`src/rtl/arcade_input_mapper_if.sv`:
```
// rtl/arcade_input_mapper_if.sv - ioctl download bus between hps_io and the input mapper
interface arcade_input_mapper_if;
  logic        wr;
  logic [7:0]  index;
  logic [24:0] addr;
  logic [7:0]  dout;

  modport master (output wr, index, addr, dout);
  modport slave  (input  wr, index, addr, dout);
endinterface

```
`src/rtl/arcade_input_mapper.sv`:
```
// rtl/arcade_input_mapper.sv - PS/2 + joystick to active-low INP/DSW bytes, coin pulses, DIP capture
// Optional autofire on joystick bit 10 is enabled by defining INPUT_AUTOFIRE_EN.
module arcade_input_mapper #(
  parameter int NPLAYERS   = 2,
  parameter int DSW_BYTES  = 8,
  parameter int COIN_PULSE = 480000,
  parameter int COIN_SPLIT = 0
) (
  input  logic                   clk_sys,
  input  logic                   reset,
  input  logic [10:0]            ps2_key,
  input  logic [16*NPLAYERS-1:0] joystick,
  input  logic                   cocktail,
  arcade_input_mapper_if.slave   ioctl,
  output logic [8*NPLAYERS-1:0]  inp_player,
  output logic [7:0]             inp_sys,
  output logic [8*DSW_BYTES-1:0] dsw,
  output logic [7:0]             sysmode
);

  localparam int CW = $clog2(COIN_PULSE + 1);
  localparam int NK = 18;

  typedef enum logic [1:0] {IDLE, PULSE, WAIT} coin_state_t;

  // Key slots 0..6 / 7..13 follow the joystick bit order {B3,B2,B1,U,D,L,R} for P1 / P2;
  // 14 start1, 15 start2, 16 coin1, 17 coin2.
  function automatic logic [NK-1:0] key_decode(input logic [8:0] code);
    logic [NK-1:0] m;
    m = '0;
    case (code[7:0])
      8'h74:   m[0] = 1'b1;
      8'h6B:   m[1] = 1'b1;
      8'h72:   m[2] = 1'b1;
      8'h75:   m[3] = 1'b1;
      default: ;
    endcase
    if (!code[8]) begin
      case (code[7:0])
        8'h29:   m[4]  = 1'b1;
        8'h14:   m[5]  = 1'b1;
        8'h11:   m[6]  = 1'b1;
        8'h34:   m[7]  = 1'b1;
        8'h23:   m[8]  = 1'b1;
        8'h2B:   m[9]  = 1'b1;
        8'h2D:   m[10] = 1'b1;
        8'h1C:   m[11] = 1'b1;
        8'h1B:   m[12] = 1'b1;
        8'h15:   m[13] = 1'b1;
        8'h16:   m[14] = 1'b1;
        8'h1E:   m[15] = 1'b1;
        8'h05:   begin m[14] = 1'b1; m[16] = 1'b1; end
        8'h06:   begin m[15] = 1'b1; m[17] = 1'b1; end
        8'h2E:   m[16] = 1'b1;
        8'h36:   m[17] = 1'b1;
        default: ;
      endcase
    end
    return m;
  endfunction

  logic          ps2_tog;
  logic [NK-1:0] key_state;
  logic [NK-1:0] key_hit;
  logic          ps2_event;

  assign key_hit   = key_decode(ps2_key[8:0]);
  assign ps2_event = ps2_key[10] != ps2_tog;

  always_ff @(posedge clk_sys) begin
    ps2_tog <= ps2_key[10];
    if (reset) begin
      key_state <= '0;
    end else if (ps2_event) begin
      key_state <= ps2_key[9] ? (key_state | key_hit) : (key_state & ~key_hit);
    end
  end

  logic fire_phase;
`ifdef INPUT_AUTOFIRE_EN
  logic [17:0] af_div;
  always_ff @(posedge clk_sys) begin
    if (reset) begin
      af_div     <= '0;
      fire_phase <= 1'b0;
    end else begin
      af_div <= af_div + 18'd1;
      if (&af_div) fire_phase <= ~fire_phase;
    end
  end
`else
  assign fire_phase = 1'b1;
`endif

  logic [6:0]          key_p [2];
  logic [6:0]          src   [NPLAYERS];
  logic [6:0]          eff   [NPLAYERS];
  logic [NPLAYERS-1:0] coin_src;
  logic                start1, start2;
  logic                unused_bits;

  assign key_p[0] = key_state[6:0];
  assign key_p[1] = key_state[13:7];

  always_comb begin
    start1      = key_state[14];
    start2      = key_state[15];
    unused_bits = 1'b0;
    for (int p = 0; p < NPLAYERS; p++) begin
      src[p]      = joystick[16*p +: 7] | ((p < 2) ? key_p[p[0]] : 7'd0);
      coin_src[p] = joystick[16*p+9] | ((p == 0) ? key_state[16] : (p == 1) ? key_state[17] : 1'b0);
      start1      = start1 | joystick[16*p+7];
      start2      = start2 | joystick[16*p+8];
      unused_bits = unused_bits ^ (^joystick[16*p+11 +: 5]) ^ fire_phase;
`ifndef INPUT_AUTOFIRE_EN
      unused_bits = unused_bits ^ joystick[16*p+10];
`endif
    end
    for (int p = 0; p < NPLAYERS; p++) begin
      eff[p] = src[p];
      if (p == 0 && !cocktail) eff[p] = src[0] | src[1];
`ifdef INPUT_AUTOFIRE_EN
      eff[p][4] = eff[p][4] & (~joystick[16*p+10] | fire_phase);
`endif
    end
  end

  coin_state_t   coin_state [NPLAYERS];
  coin_state_t   coin_next  [NPLAYERS];
  logic [CW-1:0] coin_cnt      [NPLAYERS];
  logic [CW-1:0] coin_cnt_next [NPLAYERS];

  always_ff @(posedge clk_sys) begin
    for (int p = 0; p < NPLAYERS; p++) begin
      if (reset) begin
        coin_state[p] <= IDLE;
        coin_cnt[p]   <= '0;
      end else begin
        coin_state[p] <= coin_next[p];
        coin_cnt[p]   <= coin_cnt_next[p];
      end
    end
  end

  // WAIT holds off a new pulse until the source has been released.
  always_comb begin
    for (int p = 0; p < NPLAYERS; p++) begin
      coin_next[p]     = coin_state[p];
      coin_cnt_next[p] = coin_cnt[p];
      case (coin_state[p])
        IDLE: if (coin_src[p]) begin
          coin_next[p]     = PULSE;
          coin_cnt_next[p] = CW'(COIN_PULSE - 1);
        end
        PULSE: if (coin_cnt[p] == '0) coin_next[p] = WAIT;
               else coin_cnt_next[p] = coin_cnt[p] - CW'(1);
        WAIT: if (!coin_src[p]) coin_next[p] = IDLE;
        default: coin_next[p] = IDLE;
      endcase
    end
  end

  logic [8*NPLAYERS-1:0] player_n;
  logic [7:0]            sys_n;
  logic [3:0]            coin_on;

  always_comb begin
    coin_on = '0;
    for (int p = 0; p < NPLAYERS; p++) begin
      player_n[8*p +: 8] = ~{eff[p][1], eff[p][0], eff[p][3], eff[p][2],
                             1'b0, eff[p][5], eff[p][4], eff[p][6]};
      coin_on[p] = coin_state[p] == PULSE;
    end
    if (COIN_SPLIT != 0) sys_n = ~{2'b00, start2, start1, coin_on};
    else                 sys_n = ~{2'b00, start2, start1, 3'b000, |coin_on};
  end

  always_ff @(posedge clk_sys) begin
    if (reset) begin
      inp_player <= '1;
      inp_sys    <= 8'hFF;
    end else begin
      inp_player <= player_n;
      inp_sys    <= sys_n;
    end
  end

  // Config bytes live across user resets, so capture ignores reset.
  logic [8*DSW_BYTES-1:0] dsw_r     = '0;
  logic [7:0]             sysmode_r = 8'h00;

  always_ff @(posedge clk_sys) begin
    if (ioctl.wr && ioctl.index == 8'd1 && ioctl.addr == 25'd0) sysmode_r <= ioctl.dout;
    for (int k = 0; k < DSW_BYTES; k++) begin
      if (ioctl.wr && ioctl.index == 8'd254 && ioctl.addr == 25'(k)) dsw_r[8*k +: 8] <= ioctl.dout;
    end
  end

  assign dsw     = dsw_r;
  assign sysmode = sysmode_r;

endmodule

```
`src/flat_wrapper.sv`:
```
// flat-port wrapper written by rule: the top's interface ports become plain ports
module arcade_input_mapper_flat 
#(
  parameter int NPLAYERS   = 2,
  parameter int DSW_BYTES  = 8,
  parameter int COIN_PULSE = 480000,
  parameter int COIN_SPLIT = 0
)
  (clk_sys, reset, ps2_key, joystick, cocktail, inp_player, inp_sys, dsw, sysmode, ioctl_wr, ioctl_index, ioctl_addr, ioctl_dout);
  arcade_input_mapper_if ioctl_i ();
  input  logic clk_sys;
  input  logic reset;
  input  logic [10:0] ps2_key;
  input  logic [16*NPLAYERS-1:0] joystick;
  input  logic cocktail;
  output logic [8*NPLAYERS-1:0] inp_player;
  output logic [7:0] inp_sys;
  output logic [8*DSW_BYTES-1:0] dsw;
  output logic [7:0] sysmode;
  input wire logic [$bits(ioctl_i.wr)-1:0] ioctl_wr;
  input wire logic [$bits(ioctl_i.index)-1:0] ioctl_index;
  input wire logic [$bits(ioctl_i.addr)-1:0] ioctl_addr;
  input wire logic [$bits(ioctl_i.dout)-1:0] ioctl_dout;
  assign ioctl_i.wr = ioctl_wr;
  assign ioctl_i.index = ioctl_index;
  assign ioctl_i.addr = ioctl_addr;
  assign ioctl_i.dout = ioctl_dout;
  arcade_input_mapper #(.NPLAYERS(NPLAYERS), .DSW_BYTES(DSW_BYTES), .COIN_PULSE(COIN_PULSE), .COIN_SPLIT(COIN_SPLIT)) u_core (.clk_sys(clk_sys), .reset(reset), .ps2_key(ps2_key), .joystick(joystick), .cocktail(cocktail), .ioctl(ioctl_i), .inp_player(inp_player), .inp_sys(inp_sys), .dsw(dsw), .sysmode(sysmode));
endmodule
```
`config.mk`:
```
export PLATFORM = sky130hd
export DESIGN_NAME = arcade_input_mapper_flat
export DESIGN_NICKNAME = d
export VERILOG_FILES = /design/src/rtl/arcade_input_mapper_if.sv /design/src/rtl/arcade_input_mapper.sv /design/src/flat_wrapper.sv
export SDC_FILE = /design/constraint.sdc
export NUM_CORES = 1
export LEC_CHECK = 0
export BUFFER_PORTS_ARGS = -buffer_cell sky130_fd_sc_hd__buf_4
export CAP_MARGIN = 10
export CORE_ASPECT_RATIO = 0.75
export CORE_MARGIN = 2
export CORE_UTILIZATION = 55
export CTS_CLUSTER_DIAMETER = 120
export DETAILED_ROUTE_END_ITERATION = 10
export PLACE_DENSITY = 0.85
export SETUP_SLACK_MARGIN = 0.05
export SYNTH_ARGS = -nofsm -noshare
export SYNTH_HDL_FRONTEND = slang
export SYNTH_SLANG_ARGS = --single-unit
```
`constraint.sdc`:
```
create_clock -name clk_sys -period 4.68 [get_ports clk_sys]
set_input_delay 0.234 -clock clk_sys [delete_from_list [all_inputs] [get_ports clk_sys]]
set_output_delay 0.234 -clock clk_sys [all_outputs]
set_load 0.005 [all_outputs]
```
After elaboration in Yosys (flattened, before gate mapping):

Memories as Yosys holds them, arrays and structs flattened.
Cells that the tools add are included.
Widths: inputs -> output; s select.

* memories: 2
* bits in writable memories: 42
* output and inout port bits: 96
* flip-flop bits (word level): 115
* word-level logic and storage cells: 133

* add/subtract/negate cells: 2
* multiplexer cells: 42
* bitwise logic cells: 19
* reduce and logical (&&, ||, !) cells: 21
* eq/ne operators: 34

Memories
* u_core.coin_cnt: depth 2, bits a word 19, read ports 2, clocked after memory_dff 0, wr ports 2, RTL line arcade_input_mapper.sv:130 `logic [CW-1:0] coin_cnt [NPLAYERS];`
* u_core.coin_state: depth 2, bits a word 2, read ports 2, clocked after memory_dff 0, wr ports 2, RTL line arcade_input_mapper.sv:128 `coin_state_t coin_state [NPLAYERS];`

Operator list (count)
* $mux 19: 6
* $eq 25x3->1 const B: 4
* $pmux 19 s2: 2
* $eq 8x5->1 const B: 7
* $eq 8x6->1 const B: 7
* $eq 25x2->1 const B: 2
* $logic_not 19->1: 2
* $sub 19x1->19 const B: 2
* $eq 8x7->1 const B: 4
* $eq 25x1->1 const B: 1
* $logic_not 25->1: 1
* $mux 1: 21
* $or 7x7->7: 3
* $and 18x18->18: 1
* $mux 18: 1
* $not 18->18: 1
* $or 18x18->18: 1
* $eq 8x3->1 const B: 2
* $mux 2: 8
* $not 8->8: 2
* $mux 14: 1
* $pmux 2 s3: 2
* $logic_and 1x1->1: 11
* $or 1x1->1: 10
* other kinds (9): 16

Longest topological paths before layout:

Gate-level depths: netlist (run 1).

* depth after elaboration: 7
* mapped depth: 8
* gate-level depth less buffers: 7

Worst setup path after synthesis (run 1):

Ideal clock, no wire load.

* path type: register to register
* from: memory u_core.coin_cnt[1][0] (netlist bit)
* to: memory u_core.coin_cnt[1][8] (netlist bit)
* buffers on the path: 1
* arrival: 2.248 ns
* cell stages (with the launch flop): 9
* period minus slack after synthesis: 2.371 ns
* library setup time: 0.123 ns
* data required time: 4.557 ns
* path slack: 2.309 ns
* path through: dfxtp_1 inv_1 ha_1 or4b_4 or4_4 buf_6 o21a_4 nand4b_2 mux2_1

RTL lines (RTL line)
* start, declared: arcade_input_mapper.sv:130

==> PnR_summary.wiki, run 1 <==
{| class="wikitable"
! Metric !! Value
|-
| Result of the run || completed
|-
| Slowest library cell on the worst path || sky130_fd_sc_hd__or4_1
|-
| Number of iterations in the first detailed-routing pass || 6
|-
| Largest area contributor in the netlist || sky130_fd_sc_hd__edfxtp_1
|-
| Longest Clk Path Bufs || 2
|-
| Register-to-register setup slack || between 2 and 2.5 ns
|-
| Dominant cells by area after synthesis || sky130_fd_sc_hd__edfxtp_1 (36%), sky130_fd_sc_hd__dfxtp_1 (26%), sky130_fd_sc_hd__nor2_1 (4.9%)
|-
| Overall Global Routing Usage || between 20% and 30%
|-
| Final cell count without fillers || 859
|-
| Flip-flop and latch count after synthesis || 150
|-
| Type of element capturing the critical path || register
|-
| RSZ-0062 raised after global routing || false
|-
| Vias per Instance || roughly 5.8
|-
| Launching point of the worst reg2reg path || u_core.coin_cnt[0][0]
|-
| Largest voltage drop on the vdd net || 0.291 mV
|-
| Final Skew || about 0.010 ns
|-
| Final period utilization || between 50% and 60%
|-
| Maximum number of pins on one net before global-route repair || between 70 and 80
|-
| Startpoint type of the worst setup path || register
|-
| Critical path data arrival time || 2.81 ns
|-
| Core Region || between 0.01 and 0.015 mm^2
|-
| Vertical extent of the die || approximately 95 um
|-
| Final worst-path setup slack || between 2 and 2.5 ns
|-
| DIE AREA || between 0.01 and 0.015 mm^2
|-
| Cell area after layout || 0.00800 mm^2
|-
| Ys flop type || sky130_fd_sc_hd__dfxtp_1
|-
| Final hold slack || between 0.08 and 0.09 ns
|-
| GRT overflow || 0
|-
| Total number of clock tree sinks || 150
|-
| Capturing point of the worst reg2reg path || u_core.coin_cnt[0][17]
|-
| Number of instances in the synthesized netlist || 539
|-
| Antenna cell count || 0
|-
| Inserted Clock Buffers || 17
|-
| Root buffer cell || sky130_fd_sc_hd__clkbuf_16
|-
| Total setup violations reported at the end of the flow || 0
|-
| Leading cell type by number of instances after synthesis || sky130_fd_sc_hd__nor2_1
|-
| Cell variety after synth || 57
|-
| Worst slack after detailed placement || 2.07 ns
|-
| Overall die width || 125 um
|-
| Hold WC Path Type || in -> reg
|-
| Vias after detailed routing || about 5000
|-
| Slew at the pin closest to its max-slew limit || slightly below 0.8 ns
|-
| Cell area after synthesis || a little over 0.006 mm^2
|-
| Max frequency || a little under 400 MHz
|-
| R2R cell count || 7
|-
| Final critical-path required period || 2.55 ns
|-
| Antenna-violating nets left || 0
|-
| List of most frequent post-synthesis cells || sky130_fd_sc_hd__nor2_1 (79), sky130_fd_sc_hd__dfxtp_1 (78), sky130_fd_sc_hd__edfxtp_1 (72), sky130_fd_sc_hd__a21oi_1 (26), sky130_fd_sc_hd__nor3_1 (26)
|-
| Antenna violations before repair || 0
|-
| Number of input and output port buffers inserted || around 160
|-
| TritonCTS clock tree || yes
|-
| Layout Area Growth over Synthesis || 32.3%
|-
| Clk Latency, worst-skew pair || approximately 0.41 ns
|-
| GP Congestion || ~0.89
|-
| Largest fanout of any net on the critical path || 11
|-
| Layout cells sized above 1 || between 20% and 30%
|-
| Post-Route WL || 15200 um
|-
| Placed wire-length estimate after detailed placement || 10700 um
|-
| CP cell instances || inv_1, ha_1, nor3b_1, nand3_1, or4_1, or4b_1, a31oi_1
|-
| Clock slew at the register clock pins of the worst setup and hold paths || roughly 0.060 ns
|-
| Number of DRC violations after detailed-routing iteration 0 || ~380
|-
| Floorplan row count || 33
|-
| Layout fillers || just over 700
|-
| Final slew viol count || 0
|-
| Total of hold buffers inserted after clock tree synthesis || 1
|-
| Placement-stage cell area || ~0.0073 mm^2
|-
| Number of gates resized after cts || 0
|-
| Normalized max-slew margin || 47.2%
|-
| Sequential element share of the synthesized area || 61.5%
|-
| Fraction of synthesized cell area taken by the top area cell type || a little over a third
|-
| Average wire per cell in the routed design || between 15 and 20 um
|-
| Slowest Stage Delay on Critical Path || around 0.60 ns
|-
| Warnings, synthesis || 0
|-
| Power per unit of standard cell area || approximately 390 mW/mm^2
|-
| Total setup buffers inserted after CTS || 0
|-
| Syn avg cell area || between 10 and 15 um^2
|-
| Top-Level Pins || approximately 180
|-
| Max-capacitance violation count || 0
|-
| Wire length of the first global-routing pass || between 20000 and 25000 um
|-
| Req. time, crit path || 4.94 ns
|-
| Post-synth EDFFs || 72
|-
| Endpoint of the worst hold path || u_core.dsw[49]
|-
| Min-delay src || ioctl_dout[1]
|-
| Post-synth ARST share || 0%
|-
| Cell Count Post-Placement || slightly above 800
|-
| Total number of H-tree levels || 4
|-
| Crit path kind || reg -> reg
|-
| Number of global-route vias before repair || between 4000 and 5000
|-
| Hold Violations, Final || 0
|-
| # DRC || 0
|-
| Total Negative Setup Slacks || 0 ns
|-
| Starting density of the core || between 50% and 60%
|-
| Leakage || 3.19 nW
|-
| Instance count along the most critical hold path || 1
|-
| Fin nets || around 800
|}
[how the worst max path moves through the flow]
stage                             endpoint  cells past startpoint                  start
floorplan            u_core.coin_cnt[1][8]                      8  u_core.coin_cnt[1][0]
global placement     u_core.coin_cnt[1][8]                      7  u_core.coin_cnt[1][0]
CTS                 u_core.coin_cnt[0][17]                      7  u_core.coin_cnt[0][0]
global route        u_core.coin_cnt[0][17]                      7  u_core.coin_cnt[0][0]
detailed placement          u_core.dsw[19]                      5         ioctl_index[0]
finish              u_core.coin_cnt[0][17]                      7  u_core.coin_cnt[0][0]
[critical path: cells and delay by family (launching register included)]
| family | cells | cell delay (ns) |
|---|---|---|
| simple gates | 4 | 1.71 |
| flops | 1 | 0.35 |
| fa+ha+maj | 1 | 0.19 |
| buf+inv | 1 | 0.08 |
| compound gates | 1 | 0.07 |
[cells by family (layout without fill, tap and decap cells)]
logic type | count (synthesis) | count (layout) | synth area share, %
multiplexers | 21 | 21 | 3.49
buffers and inverters | 31 | 205 | 2.48
AND/OR/NAND/NOR | 251 | 251 | 22.8
flip-flops | 150 | 150 | 61.5
adder cells (fa/ha/maj) | 2 | 2 | 0.413
XOR/XNOR | 12 | 12 | 1.74
AO/OA/AOI/OAI | 71 | 71 | 7.44
other | 1 | 7 | 0.0620
[layout make-up]
cell class	count	area (um^2)	share of cell area, %
inverter	5	18.8	0.234
tap	140	175	2.19
clock buffer	23	510	6.38
multi-input combinational	364	2200	27.5
sequential	150	3720	46.5
clock inverter	9	114	1.42
timing repair buffer	168	1260	15.8
[metrics by stage]
stage,utilization (%),power [mW]
finish,74.0,3.11
global route,74.0,3.22
CTS,73.8,3.12
detailed placement,67.9,1.74
global placement,67.9,1.72
floorplan,-,1.62
[placed cells by master, fill, tap and decap left out, types with 13 or more instances in the layout]
cell,instances
sky130_fd_sc_hd__or3_1,13
sky130_fd_sc_hd__a21oi_1,26
sky130_fd_sc_hd__nand2_1,22
sky130_fd_sc_hd__nor2_1,79
sky130_fd_sc_hd__buf_4,165
sky130_fd_sc_hd__edfxtp_1,72
sky130_fd_sc_hd__dfxtp_1,78
sky130_fd_sc_hd__mux2i_1,20
sky130_fd_sc_hd__nor3_1,26
sky130_fd_sc_hd__nand2b_1,17
sky130_fd_sc_hd__o21ai_0,17
sky130_fd_sc_hd__nor4_1,14
sky130_fd_sc_hd__clkbuf_16,19
[power breakdown]
group	internal [mW]	leakage (nW)	switching (mW)	total, mW
clock network	0.881	0.308	0.509	1.39
logic	0.125	1.59	0.145	0.270
registers	1.41	1.29	0.0363	1.45
[per-layer routing]
layer  vias to the layer above  track usage [%]  wire length (um)
li1                       2313                -                 -
met4                         0             9.35               327
met1                      2376             31.7              6150
met3                        28             6.97              1150
met5                         -                0                 0
met2                       241             43.1              7560
Power figures use the tool's default switching activity.
==> run 2: changes to the inputs <==
Settings changed: ABC_AREA set to 1, CORE_UTILIZATION 55 to 47, PLACE_DENSITY 0.85 to 0.76.
Clock period 4.68 ns to 2.1 ns, I/O delays scaled along.
==> run 2 against run 1 <==
Non-clock buffer count is 47 higher. Critical path type unchanged. Count of clock-buffer cells in the layout is 6 lower. Clock skew is 0.0022 ns lower. Sequential share of layout area is 5.0 points lower. Highest routed layer unchanged. Largest cell class unchanged. Area after synthesis is 8.8% higher. Wire length is 11% higher. First-iteration DRC count is 19% higher. Sequential cell count stayed put.
==> PnR_summary.wiki, run 2 <==
{| class="wikitable"
! Metric !! Value
|-
| Result of the run || completed
|-
| Inserted Clock Buffers || 17
|-
| Final hold slack || around 0.025 ns
|-
| Fraction of synthesized cell area taken by the top area cell type || approximately a third
|-
| Synthesized-area fraction occupied by ao, oa, aoi and oai cells || 8.53%
|-
| Final cell count without fillers || 1162
|-
| Leading cell type by number of instances after synthesis || sky130_fd_sc_hd__nand2_1
|-
| Leading cell type in the layout, fill and taps excluded || sky130_fd_sc_hd__buf_4
|-
| Post-synthesis share of cell area spent on xor and xnor gates || less than 1%
|-
| Wire length on met1 || around 7900 um
|-
| Syn avg cell area || ~8.7 um^2
|-
| Number of instances in the synthesized netlist || 756
|-
| Hold WC Path Type || in -> reg
|-
| Total setup violations reported at the end of the flow || 0
|-
| Final slew viol count || 0
|-
| Number of input and output port buffers inserted || 164
|-
| Wire length of the first global-routing pass || 27100 um
|-
| Total Negative Setup Slacks || 0 ns
|-
| Largest area contributor in the netlist || sky130_fd_sc_hd__edfxtp_1
|-
| Total setup buffers inserted after CTS || 0
|-
| Layout cells sized above 1 || 25.4%
|-
| Total Power || ~7 mW
|-
| Max-capacitance violation count || 0
|-
| GRT overflow || 0
|-
| Highest-count cells in the layout ignoring fill and taps || sky130_fd_sc_hd__buf_4 (183), sky130_fd_sc_hd__nand2_1 (176), sky130_fd_sc_hd__nor2_1 (110)
|-
| Vias per Instance || between 5 and 6
|-
| Startpoint type of the worst setup path || register
|-
| Clk Latency, worst-skew pair || 0.42 ns
|-
| Vertical extent of the die || about 110 um
|-
| Post-synth ARST share || 0%
|-
| Overall die width || roughly 140 um
|-
| Register share of total power || between 40 and 50%
|-
| Leakage || between 3 and 4 nW
|-
| Total of hold buffers inserted after clock tree synthesis || 32
|-
| Clock slew at the register clock pins of the worst setup and hold paths || 0.07 ns
|-
| Slowest library cell on the worst path || sky130_fd_sc_hd__dfxtp_1
|-
| Antenna violations before repair || 0
|-
| Req. time, crit path || roughly 2.4 ns
|-
| Sequential element share of the synthesized area || 56.6%
|-
| Final critical-path required period || around 1.8 ns
|-
| Number of gates resized after cts || 0
|-
| Met3 layer wire length in the routed design || just over 900 um
|-
| Final Skew || just over 0.008 ns
|-
| Maximum number of pins on one net before global-route repair || 37
|-
| CP cell instances || inv_1, ha_1, nand2_2, nor2_4, nand4_4, nand2_4, inv_2, nand2_1, o21ai_0
|-
| Dominant cells by area after synthesis || sky130_fd_sc_hd__edfxtp_1 (33%), sky130_fd_sc_hd__dfxtp_1 (24%), sky130_fd_sc_hd__nand2_1 (10%)
|-
| Slowest Stage Delay on Critical Path || 0.31 ns
|-
| Floorplan row count || 37
|-
| Switching power total || 1.87 mW
|-
| Largest voltage drop on the vdd net || ~0.66 mV
|-
| Vias after detailed routing || around 5800
|-
| Number of DRC violations after detailed-routing iteration 0 || 450
|-
| Layout Area Growth over Synthesis || 36.2%
|-
| Critical path data arrival time || between 2 and 2.5 ns
|-
| Average wire per cell in the routed design || around 15 um
|-
| Final period utilization || about 87%
|-
| Type of element capturing the critical path || register
|-
| Core Util, Final || about 65%
|-
| Power per unit of standard cell area || ~800 mW/mm^2
|-
| Normalized max-slew margin || between 50% and 60%
|-
| Flip-flop and latch count after synthesis || 150
|-
| Cell Count Post-Placement || approximately 1100
|-
| Placed wire-length estimate after detailed placement || 11900 um
|-
| Number of iterations in the first detailed-routing pass || 5
|-
| Antenna-violating nets left || 0
|-
| Max frequency || 547 MHz
|-
| Root buffer cell || sky130_fd_sc_hd__clkbuf_16
|-
| Post-synth EDFFs || around 70
|-
| Top metal layer carrying routed signals || met4
|-
| Share of synthesized cell area in full adder, half adder and majority cells || less than 1%
|-
| Detailed-routed wire length on met2 || slightly below 8000 um
|-
| Crit path kind || reg -> reg
|-
| Fin nets || between 1000 and 1500
|-
| Core Region || ~0.014 mm^2
|-
| Cell area after synthesis || about 0.0066 mm^2
|-
| Proportion of power drawn by the clock network || about 43%
|-
| Hold Violations, Final || 0
|-
| P_int || between 5 and 6 mW
|-
| TritonCTS clock tree || yes
|-
| Overall Global Routing Usage || 22.9%
|-
| RSZ-0062 raised after global routing || false
|-
| GP Congestion || 0.927
|-
| Post-Route WL || 16900 um
|-
| Top-Level Pins || roughly 180
|-
| Longest Clk Path Bufs || 2
|-
| Slew at the pin closest to its max-slew limit || ~0.66 ns
|-
| Total number of H-tree levels || 4
|-
| Fraction of synthesized area in multiplexers || 0%
|-
| Ys flop type || sky130_fd_sc_hd__dfxtp_1
|-
| Total number of clock tree sinks || 150
|-
| List of most frequent post-synthesis cells || sky130_fd_sc_hd__nand2_1 (176), sky130_fd_sc_hd__nor2_1 (110), sky130_fd_sc_hd__dfxtp_1 (78), sky130_fd_sc_hd__edfxtp_1 (72), sky130_fd_sc_hd__inv_1 (69)
|-
| Warnings, synthesis || 0
|-
| Cell variety after synth || 34
|-
| DIE AREA || 0.0150 mm^2
|-
| Antenna cell count || 0
|-
| Synthesized-area fraction occupied by and/or/nand/nor cells || 28.0%
|-
| Starting density of the core || 48.0%
|-
| Number of global-route vias before repair || 5363
|-
| Main combinational cell family by area after synthesis || simple AND/OR/NAND/NOR gates
|-
| Largest fanout of any net on the critical path || 16
|-
| Switching fraction of total power || 26.2%
|-
| Layout fillers || about 1100
|-
| Combinational share of power || about an eighth
|-
| # DRC || 0
|}
run 2: cell count changes after synthesis, sizes merged, moves of 8 or more:
cell | before | now
or4 | 10 | 0
nand3 | 10 | 57
nand2b | 17 | 0
or3 | 13 | 0
inv | 5 | 71
a21oi | 26 | 55
a311oi | 11 | 1
nor2 | 79 | 118
nand2 | 22 | 181
nand3b | 2 | 10
mux2i | 20 | 0
nor3 | 26 | 11
o21ai | 17 | 33
run 2: worst max-delay path, delay by kind of cell (launching register included):
kind,cells,cell delay (ns)
DFF,1,0.31
AOI/OAI and AO/OA,1,0.10
and+or+nand+nor,5,0.79
adders and majority gates,1,0.24
buffers and inverters,2,0.25
run 2: final cells by class:
cell class                 instances  area [um^2]  area share, %
sequential                       150         3720           41.5
multi-input combinational        519         2470           27.6
timing repair buffer             215         1690           18.9
clock buffer                      17          425           4.74
inverter                          71          267           2.97
tap                              175          219           2.44
clock inverter                    15          166           1.86
run 2: kinds of logic after synthesis:
family | count (synthesis)
other cells | 1
fa+ha+maj | 2
xor+xnor | 2
simple gates | 410
flops | 150
buf+inv | 93
compound gates | 98
run 2: final timing paths:
check | cells after the start | slack [ns] | end | startpoint
worst min register to register | 2 | 0.45 | register | register
worst min-delay path | 4 | 0.02 | register | ps2_key[7]
worst max register to register | 9 | 0.27 | u_core.coin_cnt[1][0] | u_core.coin_cnt[1][0]
worst max-delay path | 9 | 0.27 | u_core.coin_cnt[1][0] | u_core.coin_cnt[1][0]
run 2: stage by stage:
stage          cell area, um^2  setup slack (ns)
3_3_place_gp              8060             0.279
5_1_grt                   8970             0.137
6_report                  8970             0.272
3_5_place_dp              8060             0.256
2_1_floorplan             6610             0.233
4_1_cts                   8970             0.295
run 2: routing by layer:
layer / vias to the layer above / track usage (%)
met2: 196 / 36.9
met5: - / 0
met3: 28 / 4.73
met1: 2664 / 31.6
li1: 2952 / -
met4: 0 / 6.71
run 2: power groups by stage:
stage	clock network, mW	registers (mW)	logic [mW]
floorplan	0	3.27	0.541
global placement	0	3.29	0.800
detailed placement	0	3.29	0.818
CTS	3.09	3.23	0.877
global route	3.22	3.24	0.989
finish	3.05	3.23	0.887
